[config.mk]
export PLATFORM = sky130hd
export DESIGN_NAME = soc_system_key_pio
export DESIGN_NICKNAME = d
export VERILOG_FILES = /design/src/rtl/soc_system_pio_pkg.sv /design/src/rtl/soc_system_pio_debounce.sv /design/src/rtl/soc_system_key_pio.sv
export SDC_FILE = /design/constraint.sdc
export NUM_CORES = 1
export LEC_CHECK = 0
export ABC_CLOCK_PERIOD_IN_PS = 3900
export CAP_MARGIN = 20
export CORE_ASPECT_RATIO = 0.9
export CORE_MARGIN = 4
export CORE_UTILIZATION = 54
export DETAILED_ROUTE_END_ITERATION = 12
export GPL_TIMING_DRIVEN = 1
export PLACE_DENSITY_LB_ADDON = 0.2
export SLEW_MARGIN = 20
export SYNTH_ARGS = -nofsm -noshare
export SYNTH_HDL_FRONTEND = slang
export SYNTH_SLANG_ARGS = --single-unit
[constraint.sdc]
create_clock -name clk -period 3.9 [get_ports clk]
set_input_delay 0.585 -clock clk [delete_from_list [all_inputs] [get_ports clk]]
set_output_delay 0.585 -clock clk [all_outputs]
set_load 0.01 [all_outputs]
[src/rtl/soc_system_pio_pkg.sv]
// Shared definitions for the HPS lightweight-bridge PIO blocks:
// the word-address register map and the edge-capture selection.
package soc_system_pio_pkg;

  localparam logic [2:0] ADDR_DATA        = 3'd0;
  localparam logic [2:0] ADDR_DIRECTION   = 3'd1;
  localparam logic [2:0] ADDR_IRQMASK     = 3'd2;
  localparam logic [2:0] ADDR_EDGECAPTURE = 3'd3;
  localparam logic [2:0] ADDR_OUTSET      = 3'd4;
  localparam logic [2:0] ADDR_OUTCLEAR    = 3'd5;

  localparam int EDGE_RISING  = 0;
  localparam int EDGE_FALLING = 1;
  localparam int EDGE_ANY     = 2;

  // True when a debounced transition is one the capture register should latch.
  function automatic logic edge_hit(input int edge_type, input logic rise, input logic fall);
    logic hit;
    case (edge_type)
      EDGE_RISING:  hit = rise;
      EDGE_FALLING: hit = fall;
      EDGE_ANY:     hit = rise | fall;
      default:      hit = 1'b0;
    endcase
    return hit;
  endfunction

endpackage

[src/rtl/soc_system_pio_debounce.sv]
// One input bit: 2-FF synchronizer, persistence counter and debounced level.
// rise/fall are combinational and fire on the cycle the debounced level updates.
module soc_system_pio_debounce #(
  parameter int   DEBOUNCE_CYCLES = 50000,
  parameter logic IDLE_LEVEL      = 1'b1
) (
  input  logic clk,
  input  logic reset_n,
  input  logic din,
  output logic stable,
  output logic rise,
  output logic fall
);

  localparam int CW = $clog2(DEBOUNCE_CYCLES + 1);

  logic          sync1_r;
  logic          sync2_r;
  logic          stable_r;
  logic [CW-1:0] count_r;
  logic          done_s;

  // The synchronized level has differed long enough to be accepted this clock.
  assign done_s = (sync2_r != stable_r) && (count_r == CW'(DEBOUNCE_CYCLES - 1));

  // Synchronizer, persistence counter and debounced level.
  always_ff @(posedge clk or negedge reset_n) begin
    if (!reset_n) begin
      sync1_r  <= IDLE_LEVEL;
      sync2_r  <= IDLE_LEVEL;
      stable_r <= IDLE_LEVEL;
      count_r  <= '0;
    end else begin
      sync1_r <= din;
      sync2_r <= sync1_r;
      if (sync2_r == stable_r) begin
        count_r <= '0;
      end else if (done_s) begin
        stable_r <= sync2_r;
        count_r  <= '0;
      end else begin
        count_r <= count_r + CW'(1);
      end
    end
  end

  assign stable = stable_r;
  assign rise   = done_s & sync2_r;
  assign fall   = done_s & ~sync2_r;

endmodule

[src/rtl/soc_system_key_pio.sv]
// Avalon-MM input PIO for push-buttons/switches: debounced DATA, IRQ mask,
// RW1C edge capture and a level interrupt, read latency 1.
module soc_system_key_pio
  import soc_system_pio_pkg::*;
#(
  parameter int   WIDTH           = 4,
  parameter int   DEBOUNCE_CYCLES = 50000,
  parameter int   EDGE_TYPE       = EDGE_FALLING,
  parameter logic IDLE_LEVEL      = 1'b1
) (
  input  logic             clk,
  input  logic             reset_n,
  input  logic [2:0]       address,
  input  logic             chipselect,
  input  logic             write_n,
  input  logic [31:0]      writedata,
  input  logic [WIDTH-1:0] in_port,
  output logic [31:0]      readdata,
  output logic             irq
);

  logic [WIDTH-1:0] stable_s;
  logic [WIDTH-1:0] rise_s;
  logic [WIDTH-1:0] fall_s;
  logic [WIDTH-1:0] set_s;
  logic [WIDTH-1:0] clr_s;
  logic [WIDTH-1:0] irqmask_r;
  logic [WIDTH-1:0] edgecap_r;
  logic [31:0]      rd_s;
  logic             wr_s;
  logic             unused_s;

  assign wr_s     = chipselect & ~write_n;
  assign unused_s = ^writedata;

  for (genvar i = 0; i < WIDTH; i++) begin : g_bit
    soc_system_pio_debounce #(
      .DEBOUNCE_CYCLES (DEBOUNCE_CYCLES),
      .IDLE_LEVEL      (IDLE_LEVEL)
    ) u_debounce (
      .clk     (clk),
      .reset_n (reset_n),
      .din     (in_port[i]),
      .stable  (stable_s[i]),
      .rise    (rise_s[i]),
      .fall    (fall_s[i])
    );
  end

  // Per-bit capture request for transitions of the configured polarity.
  always_comb begin
    set_s = '0;
    for (int i = 0; i < WIDTH; i++) begin
      set_s[i] = edge_hit(EDGE_TYPE, rise_s[i], fall_s[i]);
    end
  end

  // Write-one-to-clear mask for the edge-capture register.
  always_comb begin
    clr_s = '0;
    if (wr_s && (address == ADDR_EDGECAPTURE)) begin
      clr_s = writedata[WIDTH-1:0];
    end else begin
      clr_s = '0;
    end
  end

  // Read mux; unimplemented addresses and upper bits read as zero.
  always_comb begin
    rd_s = 32'h0;
    case (address)
      ADDR_DATA:        rd_s[WIDTH-1:0] = stable_s;
      ADDR_IRQMASK:     rd_s[WIDTH-1:0] = irqmask_r;
      ADDR_EDGECAPTURE: rd_s[WIDTH-1:0] = edgecap_r;
      default:          rd_s = 32'h0;
    endcase
  end

  // Register file and registered read data; a new edge beats a same-cycle clear.
  always_ff @(posedge clk or negedge reset_n) begin
    if (!reset_n) begin
      irqmask_r <= '0;
      edgecap_r <= '0;
      readdata  <= 32'h0;
    end else begin
      readdata  <= rd_s;
      edgecap_r <= (edgecap_r & ~clr_s) | set_s;
      if (wr_s && (address == ADDR_IRQMASK)) begin
        irqmask_r <= writedata[WIDTH-1:0];
      end
    end
  end

  assign irq = |(edgecap_r & irqmask_r);

endmodule

==> summary.md <==
| Metric | Value |
|---|---|
| Hold Fails Final Rpt | `0` |
| Rel. slew slack | `42.4%` |
| Final core utilization | `61.2%` |
| Via Count | `2865` |
| Area Overhead vs Synth | `7.84%` |
| Least-Margin Pin Slew | `860 ps` |
| Critical Path End Type | `output port` |
| CTS tree | `yes` |
| Worst R2R Setup Slack | `1840 ps` |
| Max IR drop VDD | `0.000273 V` |
| Hold_ws | `260 ps` |
| Setup TNS | `0 ps` |
| Period utilisation layout | `54.2%` |
| Multi-input logic area | `1950 µm²` |
| FMAX | `473 MHz` |
| RSZ-0062 raised after global routing | `false` |
| Critical path cell sequence | `a22oi_1 > nand2_1 > clkdlybuf4s50_1` |
| Final net count | `493` |
| Initial drt markers | `159` |
| Proportion of layout cells with a drive suffix above 1 | `10.6%` |
| Unique masters post-synth | `32` |
| Register Area | `2220 µm²` |
| Number of global-route vias before repair | `2726` |
| Via density | `5.24` |
| Port buffer count | `19` |
| Pre-CTS setup slack | `1470 ps` |
| DRC | `0` |
| Die width | `103 µm` |
| Min cycle time layout | `2120 ps` |
| Rows | `30` |
| Cells after Synth | `423` |
| Antenna-violating nets left | `0` |
| Die height | `93.5 µm` |
| Worst R2R Start | `g_bit[0].u_debounce.count_r[12]$_DFF_PN0_` |
| Antenna fix cells | `0` |
| Worst Hold Class | `primary input to async pin` |
| Pleak | `1.96 nW` |
| Max Clock Skew | `9.84 ps` |
| Post-route insts no fill | `547` |
| Overall routing resource usage | `16.9%` |
| CP Class | `flop to output port` |
| Max Slew Vio Count | `0` |
| RR Endpoint | `g_bit[0].u_debounce.count_r[9]$_DFF_PN0_` |
| Seq/Total Area, Yosys | `50.5%` |
| Core box area | `7730 µm²` |
| Hold buffers post-CTS | `0` |
| Die area | `9630 µm²` |
| Final setup margin | `1780 ps` |
| Setup Fix Bufs, Post-CTS | `0` |
| CTS max path bufs | `2` |
| Dpl hpwl | `5130 µm` |
| First-pass GRT wire length | `12800 µm` |
| Startpoint Class | `flop` |
| Post-cts sizing count | `0` |
| Status | `finished, final reports clean` |
| Worst skew pair latency | `350 ps` |
| Synthesized area | `4390 µm²` |
| Fill cell count | `654` |
| Initial antenna violation count | `0` |
| Grt ovf | `0` |
| Number of buffers created by CTS | `9` |
| CP max stage delay | `490 ps` |
| H-tree depth | `3` |
| Required @ worst endpoint | `3310 ps` |
| First-pass DRT Iterations | `4` |
| CP max stage cell | `clkdlybuf4s50_1` |
| Crit Path Max Fanout | `3` |
| Routability cong. | `0.817` |
| Pin count of the biggest net entering global routing | `89` |
| Yosys reg bits | `88` |
| WL/cell | `13.5 µm` |
| CTS root buffer | `clkbuf_8` |
| Max-cap violations | `0` |
| Placed Instances | `531` |
| Crit path DAT | `1530 ps` |
| Commonest non-fill, non-tap cell in the layout | `nor2_1` |
| IO Pins | `76` |
| Avg Cell Area, Syn | `10.4 µm²` |
| Sink Count | `88` |
| Yosys warns | `0` |
| R2R depth | `4` |
| Routed WL | `7380 µm` |
| Clk pin slew, worst setup/hold paths | `90 ps` |
| Initial Util | `56.7%` |
| Commonest non-fill, non-tap cells in the layout | `nor2_1 (83), dfrtp_1 (76), xnor2_1 (50)` |
| Pwr per Cell Area | `353 nW/µm²` |
| Final setup violation count | `0` |
==> cell usage after synthesis <==
master / number / area [µm²]
clkbuf_1: 1 / 3.75
nand4_1: 14 / 87.6
nor4_1: 21 / 131
buf_2: 1 / 5.00
nand3_1: 21 / 105
dfrtp_1: 76 / 1900
or3_1: 2 / 12.5
buf_4: 29 / 218
nor2_1: 83 / 312
dfstp_2: 12 / 315
inv_1: 17 / 63.8
nand3_2: 1 / 10.0
ha_1: 4 / 50.1
a32o_1: 3 / 30.0
a21oi_1: 3 / 15.0
mux2_2: 12 / 135
nor3b_1: 3 / 22.5
a22o_1: 1 / 8.76
nor4b_2: 3 / 45.0
nor2b_1: 2 / 12.5
xor2_1: 10 / 87.6
nor4bb_1: 1 / 10.0
nand3b_1: 4 / 30.0
buf_6: 3 / 33.8
xnor2_1: 50 / 438
and2_1: 1 / 6.26
nor3_1: 14 / 70.1
conb_1: 1 / 3.75
nand2_1: 21 / 78.8
a22oi_1: 3 / 22.5
o41ai_4: 4 / 110
and3_1: 2 / 12.5
==> routing by layer <==
layer,vias to the layer above,global-route usage (%),wire length [µm]
li1,1426,-,-
met1,1365,24.2,3570
met2,66,24.6,3310
met3,8,5.07,405
met4,0,5.18,92
met5,-,0,0
==> power breakdown <==
part	internal (mW)	switching [mW]
Combinational	0.0440	0.0642
Clock	0.288	0.311
Sequential	0.941	0.0207
Total	1.27	0.396
==> critical path: cells and delay by family, from the launching register on <==
| kind | cells | cell delay, ps |
|---|---|---|
| compound gates | 1 | 190 |
| buf+inv | 1 | 490 |
| simple gates | 1 | 100 |
| flops | 1 | 410 |
==> metrics by stage <==
stage	total power [mW]	instance area, µm²
final	1.67	4730
after global routing	1.77	4730
after CTS	1.70	4730
after detailed placement	1.09	4540
after global placement	1.09	4540
after floorplan	1.06	4490
==> state kept, by name (all words and copies together), names as in the netlist <==
signal and flops:
g_bit.u_debounce.count_r 64, readdata 4, g_bit.u_debounce.sync1_r 4, g_bit.u_debounce.sync2_r 4, g_bit.u_debounce.stable 4, irqmask_r 4, edgecap_r 4
==> worst max-delay path by stage <==
stage | startpoint | slack, ps | depth (start not counted) | endpoint
after floorplan | address[1] | 2170 | 4 | irqmask_r[0]$_DFFE_PN0P_
after global placement | address[1] | 1550 | 4 | irqmask_r[1]$_DFFE_PN0P_
after detailed placement | address[1] | 1470 | 4 | irqmask_r[3]$_DFFE_PN0P_
after CTS | edgecap_r[2]$_DFF_PN0_ | 1740 | 3 | irq
after global routing | g_bit[2].u_debounce.count_r[0]$_DFF_PN0_ | 1600 | 4 | g_bit[2].u_debounce.count_r[13]$_DFF_PN0_
final | edgecap_r[2]$_DFF_PN0_ | 1780 | 3 | irq
==> logic make-up (layout without fill, tap and decap cells) <==
group	after synthesis	in the layout	synth area share, %
other	1	28	0.0855
AOI/OAI and AO/OA	14	14	4.25
xor gates and xnor gates	60	60	12.0
buffers and inverters	51	52	7.38
and+or+nand+nor	193	193	21.6
DFF	88	88	50.5
adders and majority gates	4	4	1.14
muxes	12	12	3.08
==> cell type report <==
class / instances / area share (%)
Tap cell: 96 / 2.54
Clock buffer: 13 / 3.57
Inverter: 17 / 1.35
Timing Repair Buffer: 19 / 4.05
Multi-Input combinational cell: 311 / 41.2
Clock inverter: 3 / 0.476
Sequential cell: 88 / 46.9
Power figures use the tool's default switching activity.
